## src/rtl/sort_pkg.sv

```systemverilog
// Shared definitions for the selection-sort engine: memory geometry and session states.
package sort_pkg;

    localparam int unsigned SORT_DEPTH = 8;
    localparam int unsigned SORT_AW    = 3;

    typedef enum logic [2:0] {
        StIdle,
        StLoad,
        StClr,
        StStart,
        StSort,
        StDrain,
        StErr
    } sess_state_t;

endpackage

```

## src/rtl/sort_watchdog.sv

```systemverilog
// Cycle counter bounding the time spent waiting on the sort controller.
module sort_watchdog #(
    parameter int unsigned TIMEOUT = 1023
) (
    input  logic i_clk,
    input  logic i_rst_n,
    input  logic i_clr,
    input  logic i_en,
    output logic o_expire
);

    localparam int unsigned     CntW    = $clog2(TIMEOUT + 1);
    localparam logic [CntW-1:0] CntLast = CntW'(TIMEOUT - 1);

    logic [CntW-1:0] r_cnt;

    always_ff @(posedge i_clk or negedge i_rst_n) begin
        if (!i_rst_n) begin
            r_cnt <= '0;
        end else if (i_clr) begin
            r_cnt <= '0;
        end else if (i_en) begin
            r_cnt <= r_cnt + 1'b1;
        end
    end

    // Fires on the last permitted cycle so the owner leaves exactly TIMEOUT cycles after entry.
    assign o_expire = i_en && (r_cnt == CntLast);

endmodule

```

## src/rtl/sort_session_ctrl.sv

```systemverilog
// Session sequencer: loads 8 words into sort memory, runs the sorter, streams the result out.
module sort_session_ctrl
    import sort_pkg::*;
#(
    parameter int unsigned DW      = 8,
    parameter int unsigned TIMEOUT = 1023
) (
    input  logic               i_clk,
    input  logic               i_reset,
    input  logic               i_abort,
    input  logic               i_in_valid,
    output logic               o_in_ready,
    input  logic [DW-1:0]      i_in_data,
    output logic               o_out_valid,
    input  logic               i_out_ready,
    output logic [DW-1:0]      o_out_data,
    output logic               o_out_last,
    output logic [SORT_AW-1:0] o_mem_addr,
    output logic [DW-1:0]      o_mem_wdata,
    output logic               o_mem_we,
    input  logic [DW-1:0]      i_mem_rdata,
    output logic               o_mem_owner,
    output logic               o_sort_clr,
    output logic               o_sort_start,
    input  logic               i_sort_done,
    output logic               o_busy,
    output logic               o_err
);

    localparam logic [SORT_AW-1:0] PtrLast = SORT_AW'(SORT_DEPTH - 1);

    sess_state_t        r_state, w_state_d;
    logic [SORT_AW-1:0] r_wr_ptr, w_wr_ptr_d;
    logic [SORT_AW-1:0] r_rd_ptr, w_rd_ptr_d;
    logic               w_abort, w_in_ready, w_in_hs, w_out_valid, w_out_hs;
    logic               w_wd_clr, w_wd_en, w_expire;

    // Abort in IDLE only blocks the load handshake; everywhere else it tears the session down.
    assign w_abort     = i_abort && (r_state != StIdle);
    assign w_in_ready  = i_reset && !i_abort && ((r_state == StIdle) || (r_state == StLoad));
    assign w_in_hs     = w_in_ready && i_in_valid;
    assign w_out_valid = (r_state == StDrain) && !i_abort;
    assign w_out_hs    = w_out_valid && i_out_ready;
    assign w_wd_clr    = (r_state == StStart) || w_abort;
    assign w_wd_en     = (r_state == StSort);

    sort_watchdog #(
        .TIMEOUT (TIMEOUT)
    ) u_watchdog (
        .i_clk    (i_clk),
        .i_rst_n  (i_reset),
        .i_clr    (w_wd_clr),
        .i_en     (w_wd_en),
        .o_expire (w_expire)
    );

    always_ff @(posedge i_clk or negedge i_reset) begin
        if (!i_reset) begin
            r_state  <= StIdle;
            r_wr_ptr <= '0;
            r_rd_ptr <= '0;
        end else begin
            r_state  <= w_state_d;
            r_wr_ptr <= w_wr_ptr_d;
            r_rd_ptr <= w_rd_ptr_d;
        end
    end

    always_comb begin
        w_state_d  = r_state;
        w_wr_ptr_d = r_wr_ptr;
        w_rd_ptr_d = r_rd_ptr;
        if (w_abort) begin
            w_state_d  = StIdle;
            w_wr_ptr_d = '0;
            w_rd_ptr_d = '0;
        end else begin
            unique case (r_state)
                StIdle: begin
                    if (w_in_hs) begin
                        w_state_d  = StLoad;
                        w_wr_ptr_d = r_wr_ptr + 1'b1;
                    end
                end
                StLoad: begin
                    if (w_in_hs) begin
                        if (r_wr_ptr == PtrLast) begin
                            w_state_d = StClr;
                        end else begin
                            w_wr_ptr_d = r_wr_ptr + 1'b1;
                        end
                    end
                end
                StClr:   w_state_d = StStart;
                StStart: w_state_d = StSort;
                StSort: begin
                    if (i_sort_done) begin
                        w_state_d  = StDrain;
                        w_rd_ptr_d = '0;
                    end else if (w_expire) begin
                        w_state_d = StErr;
                    end
                end
                StDrain: begin
                    if (w_out_hs) begin
                        w_rd_ptr_d = r_rd_ptr + 1'b1;
                        if (r_rd_ptr == PtrLast) begin
                            w_state_d  = StIdle;
                            w_wr_ptr_d = '0;
                        end
                    end
                end
                StErr:   w_state_d = StErr;
                default: w_state_d = StIdle;
            endcase
        end
    end

    always_comb begin
        o_in_ready   = w_in_ready;
        o_mem_we     = w_in_hs;
        o_mem_wdata  = w_in_hs ? i_in_data : '0;
        o_mem_addr   = '0;
        o_mem_owner  = (r_state == StClr) || (r_state == StStart) || (r_state == StSort);
        o_sort_clr   = (r_state == StClr) || w_abort;
        o_sort_start = (r_state == StStart) && !i_abort;
        o_out_valid  = w_out_valid;
        o_out_data   = (r_state == StDrain) ? i_mem_rdata : '0;
        o_out_last   = w_out_valid && (r_rd_ptr == PtrLast);
        o_busy       = (r_state != StIdle);
        o_err        = (r_state == StErr);
        if ((r_state == StIdle) || (r_state == StLoad)) begin
            o_mem_addr = r_wr_ptr;
        end else if (r_state == StDrain) begin
            o_mem_addr = r_rd_ptr;
        end
    end

endmodule

```

## config.mk

```make
export PLATFORM = sky130hd
export DESIGN_NAME = sort_session_ctrl
export DESIGN_NICKNAME = d
export VERILOG_FILES = /design/src/rtl/sort_pkg.sv /design/src/rtl/sort_watchdog.sv /design/src/rtl/sort_session_ctrl.sv
export SDC_FILE = /design/constraint.sdc
export NUM_CORES = 1
export LEC_CHECK = 0
export ABC_CLOCK_PERIOD_IN_PS = 3900
export CAP_MARGIN = 25
export CORE_MARGIN = 2
export CORE_UTILIZATION = 25
export CTS_BUF_LIST = sky130_fd_sc_hd__clkbuf_8
export DETAILED_ROUTE_END_ITERATION = 7
export GPL_TIMING_DRIVEN = 0
export MAX_ROUTING_LAYER = met4
export PLACE_DENSITY_LB_ADDON = 0.15
export SYNTH_ARGS = -nofsm -noshare
export SYNTH_HDL_FRONTEND = slang
export SYNTH_SLANG_ARGS = --single-unit
```

## constraint.sdc

```tcl
create_clock -name i_clk -period 3.9 [get_ports i_clk]
set_clock_uncertainty 0.05 [all_clocks]
set_input_delay 0.78 -clock i_clk [delete_from_list [all_inputs] [get_ports i_clk]]
set_output_delay 0.78 -clock i_clk [all_outputs]
set_load 0.05 [all_outputs]
```

==> summary.md <==
| Metric | Value |
|---|---|
| Status | complete, no violations |
| Synth Area per Inst | 8.672 um2 |
| Crit-path max cell delay | 810 ps |
| Seq cells post-synth | 19 |
| First-pass GRT wire length | 6210 um |
| CP arrival | 2850 ps |
| CP Capture Type | output pin |
| Row cnt | 27 |
| IO Count | 50 |
| Layout Nets | 240 |
| Gr usage total | 0.1287 |
| Final slew viol count | 0 |
| Fmax | 0.2715 GHz |
| Critical Path, Cell by Cell | clkdlybuf4s15_2 -> nor4b_4 -> and3_1 -> clkdlybuf4s50_1 |
| GR peak layer | met2 |
| Number of global-route vias before repair | 1230 |
| Reg-to-Reg Start | r_state[0]$_DFFE_PN0P_ |
| Hold Path Class | reg -> reg |
| Total number of vias | 1293 |
| Syn Nets | 187 |
| Initial antenna violation count | 0 |
| Hold_sp | r_rd_ptr[1]$_DFFE_PN0P_ |
| VDD IR max | 0.0004251 V |
| Mapped cell area | 0.001379 mm2 |
| Type of the worst setup path | in -> out |
| PD cells | 541.0 mW/mm2 |
| Post-synth EDFFs | 0 |
| H-tree levels | 1 |
| Later-pin clock latency in the skew report | 260 ps |
| Tcrit/Tclk final | 0.9443 |
| Fillers | 557 |
| Pre-CTS setup slack | -694.9 ps |
| DRT Wirelength | 3671 um |
| Critical path fanouts, max | 21 |
| Leak | 0.9022 nW |
| Via/cell ratio | 4.569 |
| Register area share after synthesis | 0.3448 |
| Met3 usage | 0.02529 |
| Residual DRC | 0 |
| Root Driver | clkbuf_8 |
| Final worst slack | 217.4 ps |
| Die W | 78.27 um |
| Share of the synthesized area in the top cell type | 0.3448 |
| Initial DRT Pass Iterations | 5 |
| Die span in y | 78.27 um |
| Synth top cells by count | 19 x dfrtp_1, 13 x nand2_1, 12 x nor2_1, 11 x and2_1, 11 x and3_1 |
| Initial Util | 0.2551 |
| Synthesized netlist cell count | 159 |
| Hold Path Sink | r_rd_ptr[1]$_DFFE_PN0P_ |
| Max-Cap Viols | 0 |
| Final Instance Area | 0.002011 mm2 |
| Grt ovf | 0 |
| Worst reg-to-reg path cell count | 6 |
| Tmin final | 3683 ps |
| Full die area | 0.006125 mm2 |
| Share of cells above drive strength 1 | 0.08057 |
| Area Growth Syn to Fin | 45.83% |
| CP max stage cell | clkdlybuf4s50_1 |
| Drt initial violations | 57 |
| Top_reg_cell synth | dfrtp_1 |
| Max clock buf depth | 2 |
| M2 GR Usage | 0.1888 |
| Crit path launch type | primary input |
| Worst R2R End | u_watchdog.r_cnt[8]$_DFFE_PN0P_ |
| CORE AREA | 0.005405 mm2 |
| Util after Layout | 0.3720 |
| Hold Slack | 476.2 ps |
| Reg2Reg Setup Slack | 2040 ps |
| Ys async rst share | 1.000 |
| Worst Tran Pin Value | 529.2 ps |
| Hold path depth | 1 |
| CTS buffer count | 3 |
| Ranking of synthesized cells by area | dfrtp_1 34%, ha_1 5.4%, and2_1 5.0% |
| Post-DP Area | 0.001956 mm2 |
| Yosys Warn Count | 0 |
| Final GP Congestion | 0.7223 |
| Post-CTS Hold Buffers | 0 |
| Final setup violation count | 0 |
| Largest net degree at the start of global routing | 22 |
| Port Buffers | 48 |
| TritonCTS clock tree | built |
| Tot Pwr | 1.088 mW |
| Hpwl dp | 2796 um |
| Top-count cell post-synth | dfrtp_1 |
| DRT antenna net count | 0 |
| TritonCTS Sinks | 19 |
| Postcts setup bufs | 0 |
| Cell variety after synth | 39 |
| Slew margin rel. | 0.6421 |
| Clk slew on worst S/H paths | 70 ps |
| Antenna Cells | 0 |
| Final hold violations | 0 |
| Crit path required time | 3070 ps |
| RSZ-0062 raised after global routing | no |
| Yosys top cell by area | dfrtp_1 |
| Met1 Usage GRT | 0.1825 |
| Drt wl/cell | 12.97 um |
## worst max path at each step
| stage | startpoint | to | slack (ps) | cells past startpoint |
|---|---|---|---|---|
| after floorplan | i_abort | o_mem_wdata[0] | 170 | 4 |
| after global placement | i_reset | o_mem_wdata[1] | -710 | 4 |
| after detailed placement | i_reset | o_mem_wdata[1] | -690 | 4 |
| after CTS | i_reset | o_mem_wdata[1] | 160 | 4 |
| after global routing | i_reset | o_mem_wdata[7] | 40 | 4 |
| final | i_reset | o_mem_wdata[1] | 220 | 4 |
## repair_timing
action / CTS / global route
resized for setup: 4 / 0
setup endpoints to repair: 10 / 0
hold endpoints to repair: 0 / 0
## per-stage QoR
stage / setup TNS (ps) / std cells
global route: 0 / 283
CTS: 0 / 283
floorplan: 0 / 159
global placement: -6841 / 279
detailed placement: -6694 / 279
finish: 0 / 283
## cell families (layout without fill, tap and decap cells)
logic type,count (synthesis),in the layout,share of synthesized area
compound gates,27,27,0.1425
xor+xnor,7,7,0.04447
fa+ha+maj,6,6,0.05445
buf+inv,14,66,0.04899
flops,19,19,0.3448
mux,5,5,0.03630
simple gates,81,81,0.3285
## where the power goes
group	total (mW)	switching, mW	internal [mW]	leakage (nW)
sequential	0.275	0.0401	0.235	0.257
clock	0.137	0.0669	0.0701	0.0269
combinational	0.676	0.428	0.248	0.618
## cell usage in the layout (no fill, tap or decap), drive strengths merged, types with 2 or more instances in the layout
cell / count
a211oi: 2
a21oi: 9
a32o: 4
and2: 11
and3: 11
buf: 6
clkbuf: 5
clkdlybuf4s50: 47
dfrtp: 19
ha: 6
inv: 7
mux2i: 5
nand2: 13
nand2b: 5
nand3: 7
nand4: 5
nor2: 12
nor2b: 2
nor3: 6
nor3b: 2
o21ai: 4
xor2: 7
## worst max-delay path, delay by kind of cell
family / cells / cell delay [ps]
AND/OR/NAND/NOR: 2 / 720
buffers and inverters: 2 / 1340
## registers in the layout (all words and copies together) (netlist names)
name,cells
r_rd_ptr,3
r_state,3
r_wr_ptr,3
u_watchdog.r_cnt,10
## metal layers
metal / wire length [um] / vias to the layer above
met1: 1868 / 595
li1: - / 677
met4: 23 / 0
met5: 0 / -
met3: 94 / 2
met2: 1685 / 19
## area by class of cell
cell class | count | area (um2) | share of cell area
multi-input combinational | 126 | 850.8 | 0.4231
timing repair buffer | 48 | 481.7 | 0.2396
sequential | 19 | 475.5 | 0.2365
tap | 72 | 90.09 | 0.04480
buffer | 8 | 45.04 | 0.02240
clock buffer | 3 | 41.29 | 0.02054
inverter | 6 | 22.52 | 0.01120
clock inverter | 1 | 3.754 | 0.001867
(Power assumes the default switching activity.)
